$ cat src/rtl/hilo_pkg.sv
// HI/LO controller shared types: opcodes, FSM states, default abort limit.
// Latency: n/a (types and constants only).
// Backpressure: n/a.
package hilo_pkg;

  typedef enum logic [3:0] {
    OP_NONE  = 4'd0,
    OP_MULT  = 4'd1,
    OP_MULTU = 4'd2,
    OP_DIV   = 4'd3,
    OP_DIVU  = 4'd4,
    OP_MFHI  = 4'd5,
    OP_MFLO  = 4'd6,
    OP_MTHI  = 4'd7,
    OP_MTLO  = 4'd8
  } hilo_op_t;

  typedef enum logic [1:0] {
    IDLE    = 2'd0,
    MUL_RUN = 2'd1,
    DIV_RUN = 2'd2,
    DRAIN   = 2'd3
  } hilo_state_t;

  localparam int DEF_TIMEOUT_CYCLES = 64;

  // Ops that need a multi-cycle unit and therefore an idle controller.
  function automatic logic is_muldiv(input hilo_op_t op);
    return (op == OP_MULT) || (op == OP_MULTU) || (op == OP_DIV) || (op == OP_DIVU);
  endfunction

  // Ops that touch HI/LO directly and must not race a running unit.
  function automatic logic is_xfer(input hilo_op_t op);
    return (op == OP_MFHI) || (op == OP_MFLO) || (op == OP_MTHI) || (op == OP_MTLO);
  endfunction

endpackage

$ cat src/rtl/hilo_regfile.sv
// HI/LO architectural storage with unit-result / MTHI-MTLO write mux and MFHI/MFLO read mux.
// Latency: writes land at the next clk edge; read is combinational.
// Backpressure: none; the controller only enables writes/reads when they are legal.
module hilo_regfile (
  input  logic        clk,
  input  logic        reset,
  input  logic        i_res_we,
  input  logic [31:0] i_res_hi,
  input  logic [31:0] i_res_lo,
  input  logic        i_mthi_we,
  input  logic        i_mtlo_we,
  input  logic [31:0] i_mt_dat,
  input  logic        i_rd_en,
  input  logic        i_rd_hi,
  output logic [31:0] o_rd_dat
);

  logic [31:0] r_hi;
  logic [31:0] r_lo;

  // Unit results and MTHI/MTLO come from disjoint FSM states, so they never collide.
  always_ff @(posedge clk or posedge reset) begin
    if (reset) begin
      r_hi <= '0;
      r_lo <= '0;
    end else if (i_res_we) begin
      r_hi <= i_res_hi;
      r_lo <= i_res_lo;
    end else begin
      if (i_mthi_we) r_hi <= i_mt_dat;
      if (i_mtlo_we) r_lo <= i_mt_dat;
    end
  end

  // Read data is forced to zero unless an MFHI/MFLO is actually accepted.
  always_comb begin
    o_rd_dat = '0;
    if (i_rd_en) o_rd_dat = i_rd_hi ? r_hi : r_lo;
  end

endmodule

$ cat src/rtl/hilo_controller.sv
// Sequences the shared Mult/Div units and owns HI/LO; serves MFHI/MFLO/MTHI/MTLO.
// Latency: MFHI/MFLO same cycle; MULT/DIV occupy unit latency + 1 drain cycle.
// Backpressure: combinational stall holds the decode stage while HI/LO are pending.
module hilo_controller
  import hilo_pkg::*;
#(
  parameter int TIMEOUT_CYCLES = DEF_TIMEOUT_CYCLES
) (
  input  logic        clk,
  input  logic        reset,
  input  logic        op_valid,
  input  hilo_op_t    op_code,
  input  logic [31:0] src_a,
  input  logic [31:0] src_b,
  output logic        stall,
  output logic [31:0] rd_data,
  output logic [31:0] unit_src_a,
  output logic [31:0] unit_src_b,
  output logic        unit_sign,
  output logic        mult_valid_in,
  input  logic        mult_valid_out,
  input  logic [31:0] mult_hi,
  input  logic [31:0] mult_lo,
  output logic        div_valid_in,
  input  logic        div_valid_out,
  input  logic [31:0] div_rem,
  input  logic [31:0] div_quot,
  output logic        busy,
  output logic        timeout_err
);

  localparam int            CW      = $clog2(TIMEOUT_CYCLES + 1);
  localparam logic [CW-1:0] CNT_MAX = CW'(TIMEOUT_CYCLES);

  hilo_state_t r_state;
  hilo_state_t w_state_nxt;
  logic [CW-1:0] r_cnt;
  logic [CW-1:0] w_cnt_nxt;
  logic [31:0]   r_unit_src_a;
  logic [31:0]   r_unit_src_b;
  logic          r_unit_sign;
  logic          r_mult_vld_in;
  logic          r_div_vld_in;
  logic          r_timeout_err;

  logic w_run;
  logic w_accept;
  logic w_start_mul;
  logic w_start_div;
  logic w_done;
  logic w_timeout;
  logic [31:0] w_res_hi;
  logic [31:0] w_res_lo;

  assign w_run = (r_state == MUL_RUN) || (r_state == DIV_RUN);

  // Unit ops wait for IDLE; HI/LO transfers only wait while a unit is running.
  assign stall = op_valid &&
                 ((is_muldiv(op_code) && (r_state != IDLE)) ||
                  (is_xfer(op_code) && w_run));

  assign w_accept    = op_valid && !stall && (op_code != OP_NONE);
  assign w_start_mul = w_accept && ((op_code == OP_MULT) || (op_code == OP_MULTU));
  // Divide by zero is accepted but never starts the unit; HI/LO stay as they are.
  assign w_start_div = w_accept && ((op_code == OP_DIV) || (op_code == OP_DIVU)) &&
                       (src_b != 32'd0);

  // Only the unit owning the current RUN state may complete it.
  assign w_done    = ((r_state == MUL_RUN) && mult_valid_out) ||
                     ((r_state == DIV_RUN) && div_valid_out);
  // A result on the last allowed cycle still counts; abort only without one.
  assign w_timeout = w_run && !w_done && (r_cnt == CNT_MAX);

  assign w_res_hi = (r_state == MUL_RUN) ? mult_hi : div_rem;
  assign w_res_lo = (r_state == MUL_RUN) ? mult_lo : div_quot;

  // Next-state and RUN cycle counter (counter holds the number of RUN cycles so far, including this one).
  always_comb begin
    w_state_nxt = r_state;
    w_cnt_nxt   = '0;
    case (r_state)
      IDLE: begin
        if (w_start_mul) begin
          w_state_nxt = MUL_RUN;
          w_cnt_nxt   = CW'(1);
        end else if (w_start_div) begin
          w_state_nxt = DIV_RUN;
          w_cnt_nxt   = CW'(1);
        end
      end
      MUL_RUN, DIV_RUN: begin
        if (w_done || w_timeout) w_state_nxt = DRAIN;
        else                     w_cnt_nxt   = r_cnt + CW'(1);
      end
      default: w_state_nxt = IDLE;
    endcase
  end

  // FSM state and counter registers.
  always_ff @(posedge clk or posedge reset) begin
    if (reset) begin
      r_state <= IDLE;
      r_cnt   <= '0;
    end else begin
      r_state <= w_state_nxt;
      r_cnt   <= w_cnt_nxt;
    end
  end

  // Operand latch, registered unit valids (high exactly in the matching RUN state), sticky abort flag.
  always_ff @(posedge clk or posedge reset) begin
    if (reset) begin
      r_unit_src_a  <= '0;
      r_unit_src_b  <= '0;
      r_unit_sign   <= 1'b0;
      r_mult_vld_in <= 1'b0;
      r_div_vld_in  <= 1'b0;
      r_timeout_err <= 1'b0;
    end else begin
      if (w_start_mul || w_start_div) begin
        r_unit_src_a <= src_a;
        r_unit_src_b <= src_b;
        r_unit_sign  <= (op_code == OP_MULT) || (op_code == OP_DIV);
      end
      r_mult_vld_in <= (w_state_nxt == MUL_RUN);
      r_div_vld_in  <= (w_state_nxt == DIV_RUN);
      if (w_timeout) r_timeout_err <= 1'b1;
    end
  end

  hilo_regfile u_regfile (
    .clk       (clk),
    .reset     (reset),
    .i_res_we  (w_done),
    .i_res_hi  (w_res_hi),
    .i_res_lo  (w_res_lo),
    .i_mthi_we (w_accept && (op_code == OP_MTHI)),
    .i_mtlo_we (w_accept && (op_code == OP_MTLO)),
    .i_mt_dat  (src_a),
    .i_rd_en   (w_accept && ((op_code == OP_MFHI) || (op_code == OP_MFLO))),
    .i_rd_hi   (op_code == OP_MFHI),
    .o_rd_dat  (rd_data)
  );

  assign unit_src_a    = r_unit_src_a;
  assign unit_src_b    = r_unit_src_b;
  assign unit_sign     = r_unit_sign;
  assign mult_valid_in = r_mult_vld_in;
  assign div_valid_in  = r_div_vld_in;
  assign busy          = (r_state != IDLE);
  assign timeout_err   = r_timeout_err;

endmodule

$ cat config.mk
export PLATFORM = sky130hd
export DESIGN_NAME = hilo_controller
export DESIGN_NICKNAME = d
export VERILOG_FILES = /design/src/rtl/hilo_pkg.sv /design/src/rtl/hilo_regfile.sv /design/src/rtl/hilo_controller.sv
export SDC_FILE = /design/constraint.sdc
export NUM_CORES = 1
export LEC_CHECK = 0
export CORE_MARGIN = 2
export CORE_UTILIZATION = 40
export CTS_BUF_LIST = sky130_fd_sc_hd__clkbuf_16
export DETAILED_ROUTE_END_ITERATION = 6
export GPL_TIMING_DRIVEN = 0
export PLACE_DENSITY_LB_ADDON = 0.25
export SYNTH_ARGS = -nofsm -noshare
export SYNTH_HDL_FRONTEND = slang
export SYNTH_HIERARCHICAL = 1
export SYNTH_SLANG_ARGS = --single-unit
$ cat constraint.sdc
create_clock -name clk -period 2.7 [get_ports clk]
set_clock_uncertainty 0.1 [all_clocks]
set_input_delay 0.54 -clock clk [delete_from_list [all_inputs] [get_ports clk]]
set_output_delay 0.54 -clock clk [all_outputs]
set_load 0.03 [all_outputs]
==> run_results.csv <==
group,metric,value,unit
status,status,"finished with violations",
status,violations,"setup timing",
floorplanning,core_area,19500,µm²
critical_path,slowest_delay,0.36,ns
synth,syn_area,7910,µm²
power,power_density,980,nW/µm²
sta,worst_slew_margin_rel,42.9,%
floorplanning,start_util,40.6,%
critical_path,critPathCaptureType,"output pin",
run,cap_violations,0,
detailed_routing,viasPerCell,5.10,
critical_path,crit_top_cell,"buf_6",
clocking,postCtsHoldBufs,0,
synth,netlist.area_leader.share,44.6,%
grt,grt_usage,23.6,%
synth,synth_area_leaders,"dfrtp_1 45%, mux2i_1 12%, mux2_2 11%",
place,dp_hpwl,18000,µm
power,power.leakage,0.00505,µW
synth,yosysSeqAreaShare,44.6,%
sta,drv_slew,0,
synth,async_flop_share,100,%
synth,syn_area_per_cell,11.8,µm²
sta,setup_violations,32,
final_layout,drive_above_1_share,29.2,%
floorplanning,die_area,20900,µm²
worst_hold_path,whs_endpoint,"unit_sign$_DFFE_PP0N_",
detailed_routing,first_iter_violations,247,
clocking,h-tree-depth,4,
critical_path,cp.arrival,2.36,ns
grt,grt_first_pass_wirelength,37000,µm
synth,synth_largest_area_cell,"dfrtp_1",
synth,synth_flop_cell,"dfrtp_1",
sta,final.setup.worst_slack,-0.299,ns
sta,min_period,3.00,ns
final_layout,area_growth,56.6,%
floorplanning,ios,303,
clocking,cts.path.max_buffers,2,
detailed_routing,drtPass1Iterations,4,
grt,antenna_found_initial,0,
place,placed_cell_area,11400,µm²
place,port_buffers,300,
detailed_routing,drt_wl_total,24700,µm
grt,gr-total-overflow,0,
critical_path,cp_num_buf_inv,4,
critical_path,r2r-end,"unit_src_a[13]$_DFFE_PP0N_",
worst_hold_path,hold_start,"op_code[0]",
worst_hold_path,worstHoldPathCells,3,
sta,finalCritPeriodShare,111,%
clocking,root_buffer,"clkbuf_16",
final_layout,layout.nets,1206,
place,gp_congestion,0.809,
sta,rsz0062_at_grt,"true",
critical_path,reg2reg_depth,10,
clocking,clk_latency,0.42,ns
clocking,path_clk_slew,0.06,ns
synth,synth_edf_count,0,
synth,synth-seq-cells,141,
clocking,cts_sinks,141,
critical_path,crit_slowest_cell,"dlygate4sd2_1",
sta,final-hold-violation-count,0,
detailed_routing,drc_errors,0,
floorplanning,die_h,145,µm
floorplanning,die_w,145,µm
sta,tightest_slew,0.857,ns
detailed_routing,vias,6509,
synth,synth_cell_type_count,41,
critical_path,worstSetupPathType,"in2out",
synth,yosysWarnings,6,
floorplanning,row_count,51,
detailed_routing,antenna_left,0,
clocking,cts_tree,"built",
critical_path,crit_family,"buffers and inverters",
synth,syn_nets,875,
clocking,cts_made_buffers,17,
critical_path,r2r_start,"r_state[0]$_DFF_PP0_",
critical_path,rrSetupSlack,0.18,ns
critical_path,cp_max_fo,10,
critical_path,worstSetupStartpointType,"primary input",
grt,grt_pass1_vias,6754,
synth,syn_inst,668,
worst_hold_path,hp-class,"in2reg",
critical_path,required,2.06,ns
final_layout,fin_area,12400,µm²
sta,fmax,333,MHz
detailed_routing,drt-wirelength-per-cell,19.4,µm
final_layout,utilization,63.6,%
grt,grt_max_degree,65,
final_layout,antenna_cells,0,
critical_path,crit_chain,"dlygate4sd2_1, nor2b_1, nand2_1, nor2_1, buf_6, buf_8, mux2i_1, nor2b_4, buf_6",
power,ir_worst_vdd,458,µV
==> placed cells by master (no fill, tap or decap), drive strengths merged, types with 2 or more instances in the layout <==
cell type,netlist,final
a21boi,2,2
clkinv,0,7
nor2b,35,35
nor4,10,10
xor2,2,2
clkinvlp,0,2
a21oi,5,5
o21a,2,2
nand3,2,2
dlygate4sd2,0,2
ha,6,6
clkdlybuf4s50,0,264
buf,35,79
mux2i,97,97
nor3b,3,3
a21o,2,2
nand3b,4,4
nand4,4,4
dfrtp,141,141
inv,9,10
nor3,2,2
clkbuf,11,29
and3,4,4
xnor2,5,5
nor2,10,10
bufinv,0,5
mux2,128,128
o21ai,69,69
o21bai,2,2
nand2,69,69
==> power by group <==
group	internal, µW	total [µW]	switching (µW)
clock network	1640	2590	946
logic	2850	5930	3080
registers	3110	3630	518
==> sequential cells by signal, summed over array words and instances (netlist names) <==
| name | flops |
|---|---|
| u_regfile/r_hi | 32 |
| u_regfile/r_lo | 32 |
| unit_src_a | 32 |
| unit_src_b | 32 |
| r_cnt | 7 |
| r_state | 2 |
| div_valid_in | 1 |
| mult_valid_in | 1 |
| timeout_err | 1 |
| unit_sign | 1 |
==> cell families (layout without fill, tap and decap cells) <==
logic type | count (synthesis) | in the layout | share of synthesized area (%)
AOI/OAI and AO/OA | 87 | 87 | 6.12
and+or+nand+nor | 147 | 147 | 9.24
buffers and inverters | 55 | 399 | 5.47
adders and majority gates | 6 | 6 | 0.949
muxes | 225 | 225 | 32.8
xor gates and xnor gates | 7 | 7 | 0.775
DFF | 141 | 141 | 44.6
==> worst register-to-register path, cell delays in order (launching register included) <==
cell	delay (ns)
dfrtp_1	0.41
inv_2	0.09
ha_4	0.15
buf_4	0.10
buf_4	0.12
nand2_1	0.05
nor4_1	0.61
a21oi_2	0.08
buf_6	0.21
buf_6	0.18
mux2_4	0.31
==> metrics by stage <==
step | TNS, ns | worst slack, ns | cells | total power [µW] | hold slack (ns)
detailed placement | -85.72 | -1.77 | 1234 | 9350 | 0.370
finish | -7.71 | -0.299 | 1277 | 12100 | 0.301
global placement | -247.04 | -1.77 | 1233 | 9240 | 0.365
floorplan | -0.734 | -0.0245 | 668 | 7170 | 0.366
CTS | -9.74 | -0.328 | 1273 | 12200 | 0.280
global route | -11.61 | -0.402 | 1277 | 12800 | 0.293
==> cell usage after synthesis (9+ instances only) <==
library cell / instances
dfrtp_1: 141
mux2i_1: 97
mux2_2: 79
nand2_1: 69
o21ai_1: 60
mux2_4: 49
nor2b_1: 35
buf_2: 16
clkbuf_1: 11
buf_6: 10
nor2_1: 10
nor4_1: 10
inv_1: 9
o21ai_0: 9
==> per-layer routing <==
metal / share of wire, % / GRT usage (%)
met1: 41 / 29.5
met2: 50 / 40.0
met3: 7.2 / 6.39
met4: 1.9 / 7.31
met5: 0 / 0
==> timing repair <==
action | 4_1_cts | 5_1_grt
setup buffers | 7 | 2
resized for setup | 274 | 13
setup endpoints to repair | 120 | 46
gates cloned | 1 | 2
pin swaps | 5 | 3
==> final cells by class <==
| type | count | area [µm²] |
|---|---|---|
| Fill cell | 1575 | 7080 |
| Multi-Input combinational cell | 472 | 4210 |
| Sequential cell | 141 | 3530 |
| Timing Repair Buffer | 313 | 3170 |
| Buffer | 45 | 467 |
| Clock buffer | 17 | 425 |
| Tap cell | 265 | 332 |
| Clock inverter | 15 | 220 |
| Inverter | 9 | 41.3 |
==> worst max path at each step <==
stage	depth (start not counted)	slack, ns	end	start
5_1_grt	9	-0.40	rd_data[28]	op_code[2]
2_1_floorplan	7	-0.02	rd_data[10]	op_code[1]
6_report	9	-0.30	rd_data[9]	op_code[2]
4_1_cts	10	-0.33	rd_data[13]	r_state[1]$_DFF_PP0_
3_5_place_dp	8	-1.77	rd_data[30]	op_code[3]
3_3_place_gp	8	-1.77	rd_data[30]	op_code[3]
Power figures use the tool's default switching activity.
